`config.mk`:
```
export PLATFORM = sky130hd
export DESIGN_NAME = bf16_norm_pipe
export DESIGN_NICKNAME = d
export VERILOG_FILES = /design/src/rtl/bf16_norm_pipe.sv
export SDC_FILE = /design/constraint.sdc
export NUM_CORES = 1
export LEC_CHECK = 0
export CAP_MARGIN = 5
export CORE_ASPECT_RATIO = 2
export CORE_MARGIN = 2
export CORE_UTILIZATION = 53
export DETAILED_ROUTE_END_ITERATION = 7
export PLACE_DENSITY = 0.8
export SETUP_SLACK_MARGIN = 0.02
export SYNTH_ARGS = -nofsm -noshare
export SYNTH_HDL_FRONTEND = slang
export SYNTH_SLANG_ARGS = --single-unit
export TNS_END_PERCENT = 30
```
`constraint.sdc`:
```
create_clock -name clk -period 3.05 [get_ports clk]
set_clock_uncertainty 0.15 [all_clocks]
set_input_delay 0.915 -clock clk [delete_from_list [all_inputs] [get_ports clk]]
set_output_delay 0.915 -clock clk [all_outputs]
set_load 0.02 [all_outputs]
```
`src/rtl/bf16_norm_pipe.sv`:
```
// ---------------------------------------------------------------------------
// bf16_norm_pipe -- normalisation stage for the BFloat16 datapath.
//
// Counts the leading zeros of an unnormalised mantissa, left-shifts it so the
// MSB is 1 and lowers the biased exponent by the same amount. Exact zeros and
// results whose exponent would reach or pass zero are flushed to zero and
// flagged. Two-stage valid/ready pipeline, bubble-collapsing, one beat per
// cycle, all outputs registered.
//
// Ports
//   clk      in   1    clock, all registers on posedge
//   nreset   in   1    asynchronous active-low reset
//   valid_i  in   1    input beat valid
//   ready_o  out  1    block can accept an input beat this cycle
//   sign_i   in   1    sign, passed through untouched
//   exp_i    in   E_W  biased exponent (unsigned)
//   man_i    in   M_W  unnormalised mantissa
//   valid_o  out  1    output beat valid
//   ready_i  in   1    downstream accepts the output beat this cycle
//   sign_o   out  1    sign
//   exp_o    out  E_W  adjusted exponent
//   man_o    out  M_W  normalised mantissa
//   zero_o   out  1    exact zero result
//   uf_o     out  1    underflow, result flushed to zero
//
// Also contains lzc: a tree leading-zero counter for a power-of-two width.
//   a_i    in   W     input vector
//   cnt_o  out  C_W   number of leading zeros (W when a_i is all zero)
// ---------------------------------------------------------------------------

module lzc #(
  parameter int W   = 16,
  parameter int C_W = $clog2(W + 1)
) (
  input  logic [W-1:0]   a_i,
  output logic [C_W-1:0] cnt_o
);

  localparam int L = $clog2(W);

  // Level l holds W>>l nodes, each covering 2**l input bits with an l-bit
  // count and an all-zero flag. A node's count comes from its upper child
  // unless that child is all zero, in which case the lower child's count is
  // used with the new MSB set (the upper half contributed 2**(l-1) zeros).
  for (genvar l = 1; l <= L; l++) begin : g_lvl
    localparam int N = W >> l;
    logic [N-1:0]   z;
    logic [N*l-1:0] c;
    for (genvar j = 0; j < N; j++) begin : g_node
      if (l == 1) begin : g_leaf
        assign z[j] = ~(a_i[2*j+1] | a_i[2*j]);
        assign c[j] = ~a_i[2*j+1];
      end else begin : g_merge
        localparam int P = l - 1;
        logic         z_hi;
        logic         z_lo;
        logic [P-1:0] c_hi;
        logic [P-1:0] c_lo;
        assign z_hi = g_lvl[l-1].z[2*j+1];
        assign z_lo = g_lvl[l-1].z[2*j];
        assign c_hi = g_lvl[l-1].c[(2*j+1)*P +: P];
        assign c_lo = g_lvl[l-1].c[(2*j)*P +: P];
        assign z[j] = z_hi & z_lo;
        assign c[j*l +: l] = z_hi ? {1'b1, c_lo} : {1'b0, c_hi};
      end
    end
  end

  // An all-zero input reports the full width rather than the tree's partial count.
  assign cnt_o = g_lvl[L].z[0] ? C_W'(W) : {1'b0, g_lvl[L].c};

endmodule

module bf16_norm_pipe #(
  parameter int M_W = 16,
  parameter int E_W = 8
) (
  input  logic           clk,
  input  logic           nreset,
  input  logic           valid_i,
  output logic           ready_o,
  input  logic           sign_i,
  input  logic [E_W-1:0] exp_i,
  input  logic [M_W-1:0] man_i,
  output logic           valid_o,
  input  logic           ready_i,
  output logic           sign_o,
  output logic [E_W-1:0] exp_o,
  output logic [M_W-1:0] man_o,
  output logic           zero_o,
  output logic           uf_o
);

  localparam int C_W = $clog2(M_W + 1);

  logic           s1_adv;
  logic           s2_adv;
  logic [C_W-1:0] lzc_cnt_s;

  logic           s1_valid_q;
  logic           s1_sign_q;
  logic [E_W-1:0] s1_exp_q;
  logic [M_W-1:0] s1_man_q;
  logic [C_W-1:0] s1_cnt_q;

  logic           s2_valid_q;
  logic           s2_sign_q;
  logic [E_W-1:0] s2_exp_q;
  logic [M_W-1:0] s2_man_q;
  logic           s2_zero_q;
  logic           s2_uf_q;

  logic           s2_sign_d;
  logic [E_W-1:0] s2_exp_d;
  logic [M_W-1:0] s2_man_d;
  logic           s2_zero_d;
  logic           s2_uf_d;
  logic [E_W-1:0] cnt_ext_s;

  // A stage may take new data when it is empty or its content moves on.
  assign s2_adv  = ~s2_valid_q | ready_i;
  assign s1_adv  = ~s1_valid_q | s2_adv;
  assign ready_o = s1_adv;

  lzc #(
    .W   (M_W),
    .C_W (C_W)
  ) u_lzc (
    .a_i   (man_i),
    .cnt_o (lzc_cnt_s)
  );

  // Stage 1 register: capture the beat together with its leading-zero count.
  always_ff @(posedge clk or negedge nreset) begin
    if (!nreset) begin
      s1_valid_q <= 1'b0;
      s1_sign_q  <= 1'b0;
      s1_exp_q   <= '0;
      s1_man_q   <= '0;
      s1_cnt_q   <= '0;
    end else if (s1_adv) begin
      s1_valid_q <= valid_i;
      if (valid_i) begin
        s1_sign_q <= sign_i;
        s1_exp_q  <= exp_i;
        s1_man_q  <= man_i;
        s1_cnt_q  <= lzc_cnt_s;
      end
    end
  end

  assign cnt_ext_s = E_W'(s1_cnt_q);

  // Stage 2 next state: zero / underflow flush or shift-and-adjust.
  // The compare guarantees exp - cnt never wraps in the normal path.
  always_comb begin
    s2_sign_d = s1_sign_q;
    s2_exp_d  = '0;
    s2_man_d  = '0;
    s2_zero_d = 1'b0;
    s2_uf_d   = 1'b0;
    if (s1_man_q == {M_W{1'b0}}) begin
      s2_zero_d = 1'b1;
    end else if (cnt_ext_s >= s1_exp_q) begin
      s2_uf_d = 1'b1;
    end else begin
      s2_exp_d = s1_exp_q - cnt_ext_s;
      s2_man_d = s1_man_q << s1_cnt_q;
    end
  end

  // Stage 2 register: holds the output beat stable while downstream stalls.
  always_ff @(posedge clk or negedge nreset) begin
    if (!nreset) begin
      s2_valid_q <= 1'b0;
      s2_sign_q  <= 1'b0;
      s2_exp_q   <= '0;
      s2_man_q   <= '0;
      s2_zero_q  <= 1'b0;
      s2_uf_q    <= 1'b0;
    end else if (s2_adv) begin
      s2_valid_q <= s1_valid_q;
      s2_sign_q  <= s2_sign_d;
      s2_exp_q   <= s2_exp_d;
      s2_man_q   <= s2_man_d;
      s2_zero_q  <= s2_zero_d;
      s2_uf_q    <= s2_uf_d;
    end
  end

  assign valid_o = s2_valid_q;
  assign sign_o  = s2_sign_q;
  assign exp_o   = s2_exp_q;
  assign man_o   = s2_man_q;
  assign zero_o  = s2_zero_q;
  assign uf_o    = s2_uf_q;

endmodule

```
==> run_results.csv, run 1 <==
group,metric,value,unit
synthesis,synth_fa_ha_area_share,2.517,%
cts,h-tree-depth,3,
detailed_routing,vias_per_cell,5.989,
worst_setup_path,r2r-start,"s1_cnt_q[1]$_DFFE_PN0P_",
synthesis,synth_nets,365,
detailed_routing,wl_met1,2851,um
hold_path,min_to,"valid_o$_DFFE_PN0P_",
worst_setup_path,crit_arrival,1.89,ns
worst_setup_path,path_cells,"clkdlybuf4s50_1, nor2b_2, nand2_1, dlygate4sd2_1",
synthesis,seq_area_frac_synth,45.00,%
detailed_routing,antenna_left,0,
detailed_routing,wl_met3,245,um
synthesis,yosysTopAreaCellShare,45.00,%
finish,stdcell_count,460,
timing,hold_ws,0.3203,ns
cts,clkSinkCount,59,
worst_setup_path,max_stage_delay,0.41,ns
synthesis,synthArstFlopShare,100.0,%
detailed_routing,dr.pass1.iters,4,
worst_setup_path,cp_max_fo,3,
hold_path,min_path_type,"register to register",
cts,post_cts_resized,1,
run,drv_cap,0,
worst_setup_path,cp_top_family,"buffers and inverters",
synthesis,synth_edf_count,0,
cts,cts.path.max_buffers,2,
synthesis,synth_flop_cell,"dfrtp_1",
run_status,status,"complete, no violations",
detailed_routing,drt_iter0_markers,98,
synthesis,yosys_register_bits,59,
timing,setup_viol,0,
synthesis,ys_types,52,
synthesis,synth_xor_area_share,0.5339,%
floorplan,dieArea,6873,um^2
cts,cts_tree,"built",
worst_setup_path,r2r-end,"man_o[2]$_DFFE_PN0P_",
timing,timing.fmax,338.9,MHz
worst_setup_path,slowest_stage,"clkdlybuf4s50_1",
synthesis,yosys.area_share.simple,15.60,%
timing,grt_setup_unrepaired,"no",
placement,dp_hpwl,5429,um
synthesis,syn_inst,330,
cts,clk_pin_slew,0.05,ns
floorplan,core_area,6006,um^2
detailed_routing,wl_per_cell,16.05,um
worst_setup_path,rrSetupSlack,0.36,ns
synthesis,synth_area,3281,um^2
worst_setup_path,cp_data_required_time,1.98,ns
finish,final_cell_mix,"dfrtp_1 (59), clkdlybuf4s50_1 (55), nand2_1 (43)",
placement,routabilityCongestion,0.8969,
detailed_routing,num_vias,2755,
placement,dp_cells,444,
power,ir_drop,437.6,uV
global_route,overflow,0,
hold_path,worstHoldStart,"s1_valid_q$_DFFE_PN0N_",
detailed_routing,maxUsedRoutingLayer,"met4",
worst_setup_path,endpoint_kind,"output pin",
synthesis,synth-compound-area-share,15.64,%
synthesis,synth_area_leader_cell,"dfrtp_1",
floorplan,ios,58,
finish,fin_nets,427,
cts,worstSkewPairLatency,0.32,ns
synthesis,synth_top_family_by_area,"multiplexers",
timing,worst_pin_slew,0.4340,ns
finish,layout_commonest_cell,"dfrtp_1",
finish,antenna_cells,0,
timing,min_period_over_period,96.75,%
timing,hold_viol,0,
detailed_routing,routed_wl,7383,um
cts,postCtsSetupRepairBufs,0,
floorplan,rows,40,
cts,ctsHoldBuffers,0,
finish,area_delta_synth_final,28.76,%
floorplan,die_height,115.3,um
finish,drive_above_1_share,17.88,%
worst_setup_path,critPathKind,"input port to output pin",
synthesis,syn-mean-instance-area,9.941,um^2
synthesis,synth_area_leaders,"dfrtp_1 (45%), mux2_2 (13%), nand2_1 (4.9%)",
timing,period_needed,2.951,ns
global_route,grt_start_max_net_pins,60,
global_route,grt_pass1_wl,12140,um
worst_setup_path,critPathLaunchType,"input port",
cts,numCtsBuffers,9,
global_route,track_usage,23.56,%
timing,slew_headroom,70.24,%
power,p_leak,1.769,nW
timing,slew_viol_final,0,
global_route,grt_pass1_vias,2647,
detailed_routing,route.detailed.drc,0,
detailed_routing,route.met2.wl,3957,um
worst_setup_path,cp_num_buf_inv,2,
power,power_density,678.9,nW/um^2
global_route,antenna_found_initial,0,
cts,cts_root_buf,"clkbuf_16",
worst_setup_path,reg2reg_depth,8,
synthesis,muxShareOfSynthArea,17.01,%
hold_path,hold_depth,1,
synthesis,ys_warn_count,0,
placement,port_buffers,57,
floorplan,initial_core_util,54.62,%
floorplan,die_w,59.63,um
## cell families after synthesis
logic type / count (synthesis)
AOI/OAI and AO/OA: 78
xor gates and xnor gates: 2
adders and majority gates: 6
buffers and inverters: 28
DFF: 59
muxes: 51
and+or+nand+nor: 106
## registers in the layout, indices dropped and copies added, names as in the netlist
signal,flops
s1_cnt_q,5
valid_o,1
exp_o,8
s1_valid_q,1
uf_o,1
s1_exp_q,8
man_o,16
sign_o,1
s1_sign_q,1
zero_o,1
s1_man_q,16
## cells in the mapped netlist (all sizes together), types with 2 or more instances
library cell,count
mux2,38
a211oi,4
nor3,14
ha,5
inv,12
clkbuf,11
xnor2,2
dfrtp,59
nor4,5
nand4,3
nor2,13
o41ai,2
nand2,43
nand3,3
a22o,4
o21ai,29
buf,5
o21a,2
or4,4
o31ai,4
nand2b,6
a222oi,2
a21oi,15
or2,3
o31a,4
mux2i,13
o22ai,2
nor2b,8
## cell type report
class	count	area (um^2)
sequential	59	1476
clock buffer	14	264.0
clock inverter	2	10.01
fill	470	1782
tap	63	78.83
inverter	12	45.04
timing repair buffer	67	664.4
multi-input combinational	243	1685
## per-stage QoR
stage               utilization (%)  setup WS [ns]  power, mW  TNS, ns  instance area [um^2]
floorplan                         -         0.6818      1.590        0                  3281
global placement              65.79        -0.1516      1.946  -0.1516                  3951
detailed placement            65.79        -0.1649      1.972  -0.1649                  3951
CTS                           70.33        0.09127      2.892        0                  4224
global route                  70.33        0.03922      3.021        0                  4224
finish                        70.33        0.09905      2.868        0                  4224
## worst max path at each step
stage               startpoint                      end  slack, ns  cells past startpoint
global route           ready_i                  ready_o       0.04                      4
detailed placement     ready_i                  ready_o      -0.16                      4
global placement       ready_i                  ready_o      -0.15                      4
CTS                    ready_i                  ready_o       0.09                      4
floorplan              ready_i  s1_man_q[2]$_DFFE_PN0P_       0.68                      5
finish                 ready_i                  ready_o        0.1                      4
## power by group
group          leakage, nW  switching, mW  internal (mW)
Clock                0.137          0.314          0.589
Sequential           0.716          0.110          0.936
Combinational        0.917          0.464          0.455
## metal layers
layer / GRT usage [%] / vias to the layer above
met4: 13.93 / 0
li1: - / 1337
met2: 39.71 / 76
met3: 6.299 / 25
met5: 0 / -
met1: 25.58 / 1317
No activity file was read; power rests on OpenSTA's default activity.
==> inputs of run 2 (changes only) <==
--- a/config.mk
+++ b/config.mk
@@ -5,12 +5,14 @@
 export SDC_FILE = /design/constraint.sdc
 export NUM_CORES = 1
 export LEC_CHECK = 0
+export ABC_AREA = 1
 export CAP_MARGIN = 5
 export CORE_ASPECT_RATIO = 2
 export CORE_MARGIN = 2
-export CORE_UTILIZATION = 53
+export CORE_UTILIZATION = 55
+export CTS_BUF_LIST = sky130_fd_sc_hd__clkbuf_4 sky130_fd_sc_hd__clkbuf_8
 export DETAILED_ROUTE_END_ITERATION = 7
-export PLACE_DENSITY = 0.8
+export PLACE_DENSITY = 0.82
 export SETUP_SLACK_MARGIN = 0.02
 export SYNTH_ARGS = -nofsm -noshare
 export SYNTH_HDL_FRONTEND = slang
==> run 2 against run 1 <==
Against the previous run:
- routed wire length grew 5.6%
- synthesized area increased by 3.9%
- non-clock buffer count unchanged
- sequential share of layout area barely moved
- global-route usage is 2.8 points higher
- sequential cell count unchanged
- fmax about the same
- sequential power hardly changed
- critical path type unchanged
- critical endpoint unchanged
- largest cell class unchanged
==> run_results.csv, run 2 <==
group,metric,value,unit
run_status,status,"complete, no violations",
power,p_leak,2.218,nW
worst_setup_path,cp_data_required_time,1.98,ns
run,drv_cap,0,
worst_setup_path,reg2reg_depth,10,
cts,ctsHoldBuffers,0,
timing,timing.fmax,339.1,MHz
power,power_density,677.5,nW/um^2
finish,fillers,505,
worst_setup_path,endpoint_kind,"output pin",
power,switchingPower,1.021,mW
timing,min_period_over_period,96.69,%
synthesis,yosysTopAreaCellShare,43.33,%
finish,final_cell_mix,"nand2_1 (232), nand3_1 (63), dfrtp_1 (59)",
placement,dp_hpwl,6164,um
floorplan,die_w,59.66,um
placement,port_buffers,57,
global_route,grt_start_max_net_pins,33,
global_route,overflow,0,
global_route,track_usage,26.32,%
floorplan,die_height,115.3,um
synthesis,synth_area_leader_cell,"dfrtp_1",
timing,grt_setup_unrepaired,"no",
worst_setup_path,cp_max_fo,3,
placement,pre_cts_slack,-0.1940,ns
synthesis,synth_flop_cell,"dfrtp_1",
power,p_clk_share,25.1,%
worst_setup_path,crit_arrival,1.88,ns
synthesis,ys_types,28,
power,pwr-share-seq,37.2,%
cts,clkSinkCount,59,
timing,worst_pin_slew,0.6296,ns
detailed_routing,antenna_left,0,
cts,h-tree-depth,3,
finish,layout_commonest_cell,"nand2_1",
detailed_routing,num_vias,3297,
placement,routabilityCongestion,0.9097,
global_route,grt_pass1_wl,13550,um
synthesis,synth_area_leaders,"dfrtp_1 (43%), nand2_1 (26%), nand3_1 (9.3%)",
cts,numCtsBuffers,9,
power,power.internal,1.842,mW
floorplan,rows,40,
synthesis,synth_edf_count,0,
synthesis,syn_inst,495,
cts,cts.path.max_buffers,2,
timing,hold_ws,0.3239,ns
placement,placed_cell_area,4023,um^2
power,switching_share,35.65,%
cts,worstSkewPairLatency,0.34,ns
timing,slew_viol_final,0,
timing,period_needed,2.949,ns
power,ir_drop,371.2,uV
floorplan,core_area,6006,um^2
synthesis,synth_nets,530,
cts,postCtsSetupRepairBufs,0,
timing,setup_viol,0,
floorplan,dieArea,6879,um^2
hold_path,min_path_type,"register to register",
synthesis,syn-mean-instance-area,6.883,um^2
worst_setup_path,rrSetupSlack,0.66,ns
worst_setup_path,r2r-start,"s1_cnt_q[3]$_DFFE_PN0P_",
detailed_routing,dr.pass1.iters,4,
hold_path,min_to,"exp_o[3]$_DFFE_PN0P_",
detailed_routing,routed_wl,7794,um
finish,antenna_cells,0,
synthesis,synth.most_common_cell,"nand2_1",
timing,hold_viol,0,
detailed_routing,wl_per_cell,12.53,um
hold_path,worstHoldStart,"exp_o[3]$_DFFE_PN0P_",
cts,cts_root_buf,"clkbuf_8",
detailed_routing,drt_iter0_markers,139,
power,pwr-share-comb,37.7,%
floorplan,ios,58,
timing,finalWorstSetupSlack,0.1008,ns
cts,cts_tree,"built",
global_route,grt_pass1_vias,3213,
hold_path,hold_depth,2,
finish,design_area,4225,um^2
detailed_routing,route.detailed.drc,0,
global_route,antenna_found_initial,0,
worst_setup_path,critPathLaunchType,"input port",
synthesis,synthArstFlopShare,100.0,%
finish,fin_nets,589,
synthesis,yosys_register_bits,59,
worst_setup_path,critPathKind,"input port to output pin",
cts,clk_pin_slew,0.06,ns
synthesis,seq_area_frac_synth,43.33,%
finish,drive_above_1_share,6.440,%
finish,area_delta_synth_final,24.02,%
detailed_routing,vias_per_cell,5.301,
floorplan,initial_core_util,56.73,%
worst_setup_path,r2r-end,"exp_o[4]$_DFFE_PN0P_",
synthesis,ys_warn_count,0,
timing,slew_headroom,58.03,%
synthesis,synth_area,3407,um^2
synthesis,synthTopCellsByCount,"nand2_1 (232), nand3_1 (63), dfrtp_1 (59)",
[run 2: layer usage]
layer / global-route usage, % / routed length (um) / share of wire (%)
met1: 27.35 / 2858 / 37
met2: 44.71 / 4173 / 54
met3: 5.624 / 322 / 4.1
met4: 18.81 / 440 / 5.6
met5: 0 / 0 / 0
[run 2: final cells by class]
| class | count | area, um^2 | share of cell area [%] |
|---|---|---|---|
| inverter | 37 | 141.4 | 3.346 |
| multi-input combinational | 380 | 1673 | 39.59 |
| timing repair buffer | 67 | 653.1 | 15.46 |
| tap | 63 | 78.83 | 1.866 |
| clock inverter | 2 | 35.03 | 0.8291 |
| clock buffer | 14 | 167.7 | 3.968 |
| sequential | 59 | 1476 | 34.94 |
[run 2: kinds of logic after synthesis]
logic type                 count (synthesis)  share of synthesized area (%)
buffers and inverters                     56                          7.565
DFF                                       59                          43.33
AOI/OAI and AO/OA                         36                          5.362
adders and majority gates                  6                          2.424
and+or+nand+nor                          335                          40.54
xor gates and xnor gates                   3                         0.7713
[run 2: metrics by stage]
stage	total power, mW	util [%]	instances	setup TNS [ns]
finish	2.863	70.35	622	0
global placement	2.128	66.98	606	-0.2005
detailed placement	2.157	66.98	606	-0.1940
global route	3.061	70.35	622	0
floorplan	1.740	-	495	0
CTS	2.889	70.33	622	0
[run 2: worst max-delay path by stage]
stage             from      end  cells after the start
3_3_place_gp   ready_i  ready_o                      4
3_5_place_dp   ready_i  ready_o                      4
6_report       ready_i  ready_o                      4
5_1_grt        ready_i  ready_o                      4
4_1_cts        ready_i  ready_o                      4
2_1_floorplan  ready_i  ready_o                      2
[run 2: power by group through the flow]
stage	clock network (mW)	logic (mW)	registers, mW
2_1_floorplan	0	0.539	1.20
3_3_place_gp	0	1.06	1.07
3_5_place_dp	0	1.08	1.08
4_1_cts	0.739	1.09	1.06
5_1_grt	0.762	1.21	1.09
6_report	0.719	1.08	1.06
[run 2: repair_timing]
| action | in CTS | in global routing |
|---|---|---|
| endpoints found under the setup margin | 1 | 1 |
| gates resized for setup | 1 | 1 |
| pin swaps | 0 | 0 |
[run 2: critical path, cell delays in order]
cell and delay (ns):
clkdlybuf4s50_1 0.41, nor2_2 0.13, nand2_1 0.12, clkdlybuf4s15_1 0.31
==> inputs of run 3 (changes only) <==
--- a/config.mk
+++ b/config.mk
@@ -12,6 +12,7 @@
 export CORE_UTILIZATION = 55
 export CTS_BUF_LIST = sky130_fd_sc_hd__clkbuf_4 sky130_fd_sc_hd__clkbuf_8
 export DETAILED_ROUTE_END_ITERATION = 7
+export HOLD_SLACK_MARGIN = 0.1
 export PLACE_DENSITY = 0.82
 export SETUP_SLACK_MARGIN = 0.02
 export SYNTH_ARGS = -nofsm -noshare
==> constraint.sdc (replaced) <==
create_clock -name clk -period 2.9 [get_ports clk]
set_clock_uncertainty 0.15 [all_clocks]
set_input_delay 0.87 -clock clk [delete_from_list [all_inputs] [get_ports clk]]
set_output_delay 0.87 -clock clk [all_outputs]
set_load 0.02 [all_outputs]
==> run 3 against run 2 <==
Against the previous run:
- count of clock-buffer cells in the layout did not move
- via count shrank 0.79%
- global-route usage decreased by 0.24 points
- sequential share of layout area hardly changed
- total power up 5.3%
- sequential power up 6%
- routed wire length decreased by 1.5%
- clock power increased by 6.0%
- critical path depth unchanged
- cell count increased by 0.16%
- utilization barely moved
- largest cell class unchanged
==> run_results.csv, run 3 (synthesis gave the netlist of run 2 again) <==
group,metric,value,unit
hold_path,worstHoldStart,"s1_valid_q$_DFFE_PN0N_",
cts,cts_root_buf,"clkbuf_8",
finish,area.sequential,1476,um^2
detailed_routing,vias_per_cell,5.250,
worst_setup_path,endpoint_kind,"output pin",
detailed_routing,routed_wl,7680,um
global_route,grt_pass1_wl,13610,um
global_route,antenna_found_initial,0,
timing,grt_setup_unrepaired,"no",
finish,stdcell_count,623,
floorplan,ios,58,
floorplan,die_w,59.66,um
detailed_routing,wl_per_cell,12.33,um
hold_path,min_path_type,"register to register",
timing,period_needed,2.752,ns
finish,final_util,70.40,%
detailed_routing,drt_iter0_markers,112,
timing,hold_viol,0,
timing,slew_viol_final,0,
worst_setup_path,crit_arrival,1.73,ns
finish,multi_input_area,1673,um^2
cts,cts_tree,"built",
cts,postCtsSetupRepairBufs,0,
timing,worst_pin_slew,0.6317,ns
finish,final_cell_mix,"nand2_1 (232), nand3_1 (63), dfrtp_1 (59)",
hold_path,hold_depth,1,
worst_setup_path,r2r-end,"exp_o[1]$_DFFE_PN0P_",
detailed_routing,route.detailed.drc,0,
global_route,track_usage,26.08,%
worst_setup_path,critPathKind,"input port to output pin",
cts,ctsHoldBuffers,0,
finish,layout_commonest_cell,"nand2_1",
cts,numCtsBuffers,9,
finish,fin_nets,590,
worst_setup_path,critPathLaunchType,"input port",
timing,min_period_over_period,94.88,%
floorplan,initial_core_util,56.73,%
worst_setup_path,rrSetupSlack,0.68,ns
hold_path,min_to,"valid_o$_DFFE_PN0P_",
power,ir_drop,422.2,uV
floorplan,core_area,6006,um^2
placement,dp_cells,607,
global_route,grt_start_max_net_pins,33,
cts,cts.path.max_buffers,2,
floorplan,die_height,115.3,um
timing,setup_viol,0,
detailed_routing,dr.pass1.iters,4,
worst_setup_path,reg2reg_depth,11,
finish,fillers,542,
cts,h-tree-depth,3,
finish,area_delta_synth_final,24.09,%
placement,routabilityCongestion,0.9178,
power,power_density,712.8,nW/um^2
timing,slew_headroom,57.89,%
detailed_routing,num_vias,3271,
timing,timing.fmax,363.4,MHz
cts,clkSinkCount,59,
finish,drive_above_1_share,6.786,%
detailed_routing,antenna_left,0,
placement,port_buffers,57,
floorplan,rows,40,
floorplan,dieArea,6879,um^2
power,p_leak,2.222,nW
worst_setup_path,r2r-start,"s1_cnt_q[3]$_DFFE_PN0P_",
worst_setup_path,cp_max_fo,3,
global_route,overflow,0,
run_status,status,"complete, no violations",
run,drv_cap,0,
cts,clk_pin_slew,0.06,ns
finish,antenna_cells,0,
worst_setup_path,cp_data_required_time,1.88,ns
global_route,grt_pass1_vias,3194,
placement,dp_hpwl,6089,um
cts,worstSkewPairLatency,0.34,ns
[run 3: changes by cell type in the layout (fill, tap and decap cells not counted), sizes merged]
cell           delta
clkbuf            +1
buf               +1
clkdlybuf4s15     -1
[run 3: stage by stage]
stage                     hold slack, ns  TNS [ns]  power [mW]  instance area, um^2  worst slack [ns]
after global routing              0.3457         0       3.224                 4228            0.1035
after detailed placement          0.3097   -0.2567       2.270                 4030           -0.2567
after floorplan                   0.2900         0       1.830                 3407            0.7332
after CTS                         0.3232         0       3.038                 4233           0.02506
after global placement            0.3115   -0.2615       2.239                 4030           -0.2615
final                             0.3221         0       3.013                 4228            0.1484
[run 3: how the worst max path moves through the flow]
| stage | startpoint | end | slack (ns) | cells after the start |
|---|---|---|---|---|
| 4_1_cts | ready_i | ready_o | 0.03 | 4 |
| 5_1_grt | ready_i | ready_o | 0.10 | 4 |
| 3_5_place_dp | ready_i | ready_o | -0.26 | 4 |
| 6_report | ready_i | ready_o | 0.15 | 4 |
| 3_3_place_gp | ready_i | ready_o | -0.26 | 4 |
| 2_1_floorplan | ready_i | ready_o | 0.73 | 2 |
[run 3: layout make-up]
| cell class | count | share of cell area (%) |
|---|---|---|
| repair buffers | 68 | 15.51 |
| clock buffers | 14 | 3.966 |
| multi-input cells | 380 | 39.57 |
| inverters | 37 | 3.344 |
| flip-flops and latches | 59 | 34.92 |
| clock inverters | 2 | 0.8286 |
| well taps | 63 | 1.864 |
[run 3: repair_timing]
action / 4_1_cts / 5_1_grt
resized for setup: 2 / 1
cloned: 0 / 0
setup endpoints to repair: 1 / 1
[run 3: per-layer routing]
layer  global-route usage (%)  wire, um
met4                    13.04       258
met5                        0         0
met1                    26.62      2930
met2                    47.46      4255
met3                    5.624       236
[run 3: where the power goes]
group / switching, mW / total, mW / internal, mW / leakage, nW
Clock: 0.305 / 0.762 / 0.457 / 0.108
Combinational: 0.651 / 1.13 / 0.479 / 1.38
Sequential: 0.120 / 1.12 / 1.00 / 0.734
Total: 1.08 / 3.01 / 1.94 / 2.22
[run 3: worst max-delay path, cell delays in order]
cell	delay (ns)
clkdlybuf4s50_1	0.41
nor2_2	0.13
nand2_1	0.13
clkbuf_2	0.19
